`src/rtl/cpu_defs_pkg.sv`:
```
// cpu_defs: shared datapath widths, MEM-stage timeout default and the
// MEM-stage state encodings used by mem_wb_stage.
package cpu_defs;

  localparam int DATA_W_DEF   = 16;
  localparam int REG_AW_DEF   = 4;
  localparam int MAX_WAIT_DEF = 8;

  typedef enum logic [1:0] {
    MEM_IDLE = 2'd0,
    MEM_WAIT = 2'd1,
    MEM_ERR  = 2'd2
  } mem_state_t;

  // A load returns memory data; a store (even if the load bit is also set)
  // writes back the ALU result.
  function automatic logic is_load(input logic re, input logic we);
    return re & ~we;
  endfunction

endpackage

```
`src/rtl/mem_wb_reg.sv`:
```
// mem_wb_reg: MEM/WB pipeline register.
//   clk, rst      : clock, asynchronous active-high reset (clears everything)
//   load          : capture data/dst_addr/we/hlt
//   bubble        : we=0, hlt=0; data and dst_addr hold
//   halt_bubble   : we=0, hlt=1; data and dst_addr hold
//   data..hlt     : next values
//   wb_*          : registered outputs
// With no control asserted the register holds.
module mem_wb_reg #(
  parameter int DATA_W = 16,
  parameter int REG_AW = 4
) (
  input  logic              clk,
  input  logic              rst,
  input  logic              load,
  input  logic              bubble,
  input  logic              halt_bubble,
  input  logic [DATA_W-1:0] data,
  input  logic [REG_AW-1:0] dst_addr,
  input  logic              we,
  input  logic              hlt,
  output logic [DATA_W-1:0] wb_data,
  output logic [REG_AW-1:0] wb_dst_addr,
  output logic              wb_we,
  output logic              wb_hlt
);

  always_ff @(posedge clk or posedge rst) begin
    if (rst) begin
      wb_data     <= '0;
      wb_dst_addr <= '0;
      wb_we       <= 1'b0;
      wb_hlt      <= 1'b0;
    end else if (halt_bubble) begin
      wb_we  <= 1'b0;
      wb_hlt <= 1'b1;
    end else if (bubble) begin
      wb_we  <= 1'b0;
      wb_hlt <= 1'b0;
    end else if (load) begin
      wb_data     <= data;
      wb_dst_addr <= dst_addr;
      wb_we       <= we;
      wb_hlt      <= hlt;
    end
  end

endmodule

```
`src/rtl/mem_wb_stage.sv`:
```
// mem_wb_stage: MEM stage plus MEM/WB register.
//   Inputs from EX/MEM : aluResultIn (also address), mem_dataIn, dst_addrIn,
//                        weIn, mem_weIn, mem_reIn, hltIn
//   Data memory port   : dmem_req/dmem_wr/dmem_addr/dmem_wdata out,
//                        dmem_rdata/dmem_ack in (variable latency)
//   Pipeline control   : stall_mem (freeze upstream), mem_err (sticky timeout)
//   To WB              : wb_dataOut, wb_dst_addrOut, wb_weOut, hltOut (registered)
//
// state    | meaning
// MEM_IDLE | no access outstanding; a zero-wait access completes here
// MEM_WAIT | request issued, waiting for ack; wait_cnt counts request cycles
// MEM_ERR  | timeout; request dropped, pipeline frozen until reset
module mem_wb_stage
  import cpu_defs::*;
#(
  parameter int DATA_W   = DATA_W_DEF,
  parameter int REG_AW   = REG_AW_DEF,
  parameter int MAX_WAIT = MAX_WAIT_DEF
) (
  input  logic              clk,
  input  logic              rst,
  input  logic [DATA_W-1:0] aluResultIn,
  input  logic [DATA_W-1:0] mem_dataIn,
  input  logic [REG_AW-1:0] dst_addrIn,
  input  logic              weIn,
  input  logic              mem_weIn,
  input  logic              mem_reIn,
  input  logic              hltIn,
  output logic              dmem_req,
  output logic              dmem_wr,
  output logic [DATA_W-1:0] dmem_addr,
  output logic [DATA_W-1:0] dmem_wdata,
  input  logic [DATA_W-1:0] dmem_rdata,
  input  logic              dmem_ack,
  output logic              stall_mem,
  output logic              mem_err,
  output logic [DATA_W-1:0] wb_dataOut,
  output logic [REG_AW-1:0] wb_dst_addrOut,
  output logic              wb_weOut,
  output logic              hltOut
);

  localparam int CNT_W = (MAX_WAIT > 2) ? $clog2(MAX_WAIT) : 1;
  localparam logic [CNT_W-1:0] LAST_CNT = CNT_W'(MAX_WAIT - 1);

  mem_state_t       state, state_nxt;
  logic [CNT_W-1:0] wait_cnt, wait_cnt_nxt;
  logic             timeout;
  logic             access;
  logic             in_err;
  logic             wb_load, wb_bubble;
  logic [DATA_W-1:0] wb_data_nxt;

  assign access = mem_reIn | mem_weIn;
  assign in_err = (state == MEM_ERR);

  always_ff @(posedge clk or posedge rst) begin
    if (rst) begin
      state    <= MEM_IDLE;
      wait_cnt <= '0;
      mem_err  <= 1'b0;
    end else begin
      state    <= state_nxt;
      wait_cnt <= wait_cnt_nxt;
      if (timeout) mem_err <= 1'b1;
    end
  end

  always_comb begin
    state_nxt    = state;
    wait_cnt_nxt = wait_cnt;
    timeout      = 1'b0;
    case (state)
      MEM_IDLE: begin
        if (access && !dmem_ack) begin
          state_nxt    = MEM_WAIT;
          wait_cnt_nxt = CNT_W'(1);
        end
      end
      MEM_WAIT: begin
        if (dmem_ack) begin
          state_nxt    = MEM_IDLE;
          wait_cnt_nxt = '0;
        end else if (wait_cnt == LAST_CNT) begin
          state_nxt = MEM_ERR;
          timeout   = 1'b1;
        end else begin
          wait_cnt_nxt = wait_cnt + CNT_W'(1);
        end
      end
      MEM_ERR: begin
        state_nxt = MEM_ERR;
      end
      default: begin
        state_nxt    = MEM_IDLE;
        wait_cnt_nxt = '0;
      end
    endcase
  end

  // rst gates the request so an in-flight access is dropped in the same
  // cycle reset is asserted, not one edge later.
  assign dmem_req   = access & ~in_err & ~rst;
  assign dmem_wr    = mem_weIn;
  assign dmem_addr  = aluResultIn;
  assign dmem_wdata = mem_dataIn;
  assign stall_mem  = in_err | (access & ~dmem_ack & ~rst);

  assign wb_load     = ~in_err & (~access | dmem_ack);
  assign wb_bubble   = ~in_err & access & ~dmem_ack & ~timeout;
  assign wb_data_nxt = (access && dmem_ack && is_load(mem_reIn, mem_weIn))
                       ? dmem_rdata : aluResultIn;

  mem_wb_reg #(
    .DATA_W(DATA_W),
    .REG_AW(REG_AW)
  ) u_mem_wb_reg (
    .clk        (clk),
    .rst        (rst),
    .load       (wb_load),
    .bubble     (wb_bubble),
    .halt_bubble(timeout),
    .data       (wb_data_nxt),
    .dst_addr   (dst_addrIn),
    .we         (weIn),
    .hlt        (hltIn),
    .wb_data    (wb_dataOut),
    .wb_dst_addr(wb_dst_addrOut),
    .wb_we      (wb_weOut),
    .wb_hlt     (hltOut)
  );

endmodule

```
`config.mk`:
```
export PLATFORM = sky130hd
export DESIGN_NAME = mem_wb_stage
export DESIGN_NICKNAME = d
export VERILOG_FILES = /design/src/rtl/cpu_defs_pkg.sv /design/src/rtl/mem_wb_reg.sv /design/src/rtl/mem_wb_stage.sv
export SDC_FILE = /design/constraint.sdc
export NUM_CORES = 1
export LEC_CHECK = 0
export CAP_MARGIN = 20
export CORE_ASPECT_RATIO = 1.75
export CORE_MARGIN = 2
export CORE_UTILIZATION = 36
export CTS_CLUSTER_DIAMETER = 120
export DETAILED_ROUTE_END_ITERATION = 16
export PLACE_DENSITY = 0.88
export SLEW_MARGIN = 5
export SYNTH_ARGS = -nofsm -noshare
export SYNTH_HDL_FRONTEND = slang
export SYNTH_SLANG_ARGS = --single-unit
```
`constraint.sdc`:
```
create_clock -name clk -period 2.1 [get_ports clk]
set_clock_uncertainty 0.1 [all_clocks]
set_input_delay 0.63 -clock clk [delete_from_list [all_inputs] [get_ports clk]]
set_output_delay 0.63 -clock clk [all_outputs]
set_load 0.05 [all_outputs]
```
==> flow_summary.toml <==
[yosys]
synth_ff_type = "dfrtp_1"
synth_edf_count = 0
synthAdderAreaFrac = 0.0144
synth_top_family_by_area = "multiplexers"
netlist.area_leader.share = 0.404
yosysWarnings = 0
async_reset_ff_frac = 1.00
synthMuxAreaShare = 0.308
ys_ff_latch = 28
ys_types = 25
synth_compound_area_frac = 0.0483
yosys.area_share.simple = 0.0556
synthXorXnorAreaFrac = 0
syn_nets = 195
avgSynthCellArea_sq_um = 12.9
netlist_instances = 134
yosysTopAreaCell = "dfrtp_1"
yosysSeqAreaShare = 0.404
synthTopCellsByArea = "dfrtp_1 40%, mux2_4 25%, buf_4 14%"
syn_area_sq_mm = 0.00173

[critical_path]
start_kind = "input pin"
r2r_start = "wait_cnt[0]"
r2r_cells = 6
worst_r2r_endpoint = "u_mem_wb_reg.wb_data[8]"
worst-r2r-setup-slack_ns = 0.17
path_depth = 2
cp_slowest_cell = "clkdlybuf4s50_1"
cp.arrival_ns = 1.34
crit_required_ns = 1.37
crit_chain = "clkdlybuf4s50_1, buf_12"
critPathBufInv = 2
max_stage_delay_ns = 0.55
crit_fanout = 2
critPathCaptureType = "primary output"
cp_top_family = "buffers and inverters"
critical_path_class = "input pin to primary output"

[place]
gp_congestion = 0.741
hpwl_um = 3080
placed_area_sq_mm = 0.00264
io_buffers = 84

[floorplan]
die_h_um = 95.8
core_area_sq_mm = 0.00467
rows = 33
start_util = 0.372
io_pins = 117
die_width_um = 56.5
die_area_sq_mm = 0.00541

[pwr]
p_comb_frac = 0.443
p_sw_mw = 0.581
internal_power_mw = 1.07
peakVddDrop_mv = 0.414
p_sw_frac = 0.353
power_density_mw_per_mm2 = 617
p_clk_frac = 0.171
seq_power_share = 0.386
p_leak_nw = 1.30

[clocking]
clk_latency_ns = 0.27
postCtsHoldBufs = 0
cts.sinks = 28
cts-buffers-inserted = 3
cts_tree = "built"
h-tree-depth = 1
clock_path_buffers = 2
clockRootBuffer = "clkbuf_8"
clkSlewWorstSetupHoldPaths_ns = 0.08

[final_layout]
num_antenna_cells = 0
drive_gt1_frac = 0.530
syn2layout_area_growth_pct = 54.1
fill_cells = 376
regArea_sq_um = 701
multi_input_area_sq_um = 766
stdcell_area_sq_mm = 0.00267
finalNetCount = 263

[global_routing]
grt_max_degree = 16
antenna_found_initial = 0
grt_overflow = 0
grt_pass1_wl_um = 6020
grtUsageTotal = 0.142
grt_pass1_vias = 1351

[detailed_routing]
wirelength_um = 3810
ant_nets = 0
num_vias = 1224
drcViolationCount = 0
vias_per_cell = 4.86
drt-initial-drc-count = 17
dr.pass1.iters = 4
wl_per_cell_um = 15.1

[worst_hold_path]
min_to = "mem_err"
hold_start = "mem_err"
worstHoldPathCells = 1
hold_class = "flop to flop"

[timing]
clock.fmax_mhz = 483
finalHoldViolations = 0
drv_slew = 0
fin_crit_sh = 0.985
rsz0062_at_grt = "false"
worstMarginPinSlew_ns = 0.283
fin_crit_ns = 2.07
slew_headroom = 0.811
setup_viol = 0
fin_tns_setup_ns = 0

[flow_run]
drv_cap = 0

[outcome]
status = "completed"
[flip-flops by register name, indices dropped and copies added, names as in the netlist]
name and count:
u_mem_wb_reg.wb_dst_addr 4, u_mem_wb_reg.wb_hlt 1, mem_err 1, u_mem_wb_reg.wb_data 16, state 2, wait_cnt 3, u_mem_wb_reg.wb_we 1
[through the flow]
step | util | power (mW) | cells | hold slack (ns) | setup slack [ns]
4_1_cts | 0.576 | 1.67 | 252 | 0.399 | 0.00868
5_1_grt | 0.573 | 1.72 | 252 | 0.436 | 0.0185
2_1_floorplan | - | 1.17 | 134 | 0.395 | -0.0999
6_report | 0.573 | 1.65 | 252 | 0.397 | 0.0309
3_5_place_dp | 0.565 | 1.38 | 250 | 0.374 | -0.410
3_3_place_gp | 0.565 | 1.37 | 250 | 0.356 | -0.361
[synth_stat cells (2+ instances only)]
cell type  instances
mux2_4            29
buf_4             33
mux2_2             7
nor2_1             2
dfrtp_1           28
o22ai_1            3
o21ai_0            3
nand2b_1           3
inv_1              2
buf_6              3
nand2_1            3
nor3_1             2
ha_1               2
mux2i_1            2
a22o_1             2
[power by group through the flow]
stage | logic (mW) | registers, mW | clock network (mW)
after detailed placement | 0.739 | 0.645 | 0
after floorplan | 0.352 | 0.822 | 0
after global placement | 0.725 | 0.644 | 0
after global routing | 0.760 | 0.643 | 0.317
final | 0.730 | 0.636 | 0.282
after CTS | 0.740 | 0.636 | 0.298
[layout by cell type (no fill, tap or decap), types with 2 or more instances in the layout]
cell and count:
a22o_1 2, buf_12 20, buf_2 2, buf_4 38, clkbuf_8 3, clkdlybuf4s50_1 38, dfrtp_1 28, ha_1 2
inv_1 2, mux2_2 7, mux2_4 29, mux2i_1 2, nand2_1 3, nand2b_1 3, o21ai_0 3, o22ai_1 3
[per-layer routing]
layer | global-route usage | up-vias | wire [um]
met5 | 0 | - | 0
met4 | 0.0734 | 0 | 99
met3 | 0.0175 | 12 | 195
met2 | 0.266 | 53 | 2210
met1 | 0.153 | 595 | 1300
li1 | - | 564 | -
[layout make-up]
| cell class | count | area share |
|---|---|---|
| clock buffer | 3 | 0.0154 |
| inverter | 2 | 0.00281 |
| multi-input combinational | 67 | 0.287 |
| timing repair buffer | 100 | 0.409 |
| sequential | 28 | 0.262 |
| tap | 52 | 0.0243 |
[how the worst max path moves through the flow]
| stage | startpoint | end |
|---|---|---|
| CTS | dmem_ack | stall_mem |
| finish | aluResultIn[11] | dmem_addr[11] |
| floorplan | mem_weIn | stall_mem |
| detailed placement | mem_weIn | stall_mem |
| global placement | mem_weIn | stall_mem |
| global route | aluResultIn[10] | dmem_addr[10] |
[cells by family after synthesis]
kind of cell	count (synthesis)
buf+inv	39
compound gates	12
simple gates	15
mux	38
fa+ha+maj	2
flops	28
[timing repair]
action	CTS	global route
gates resized for setup	13	4
cloned	0	0
setup endpoints to repair	22	1
buffers inserted	0	0
pin swaps	2	1
Power figures use the tool's default switching activity.
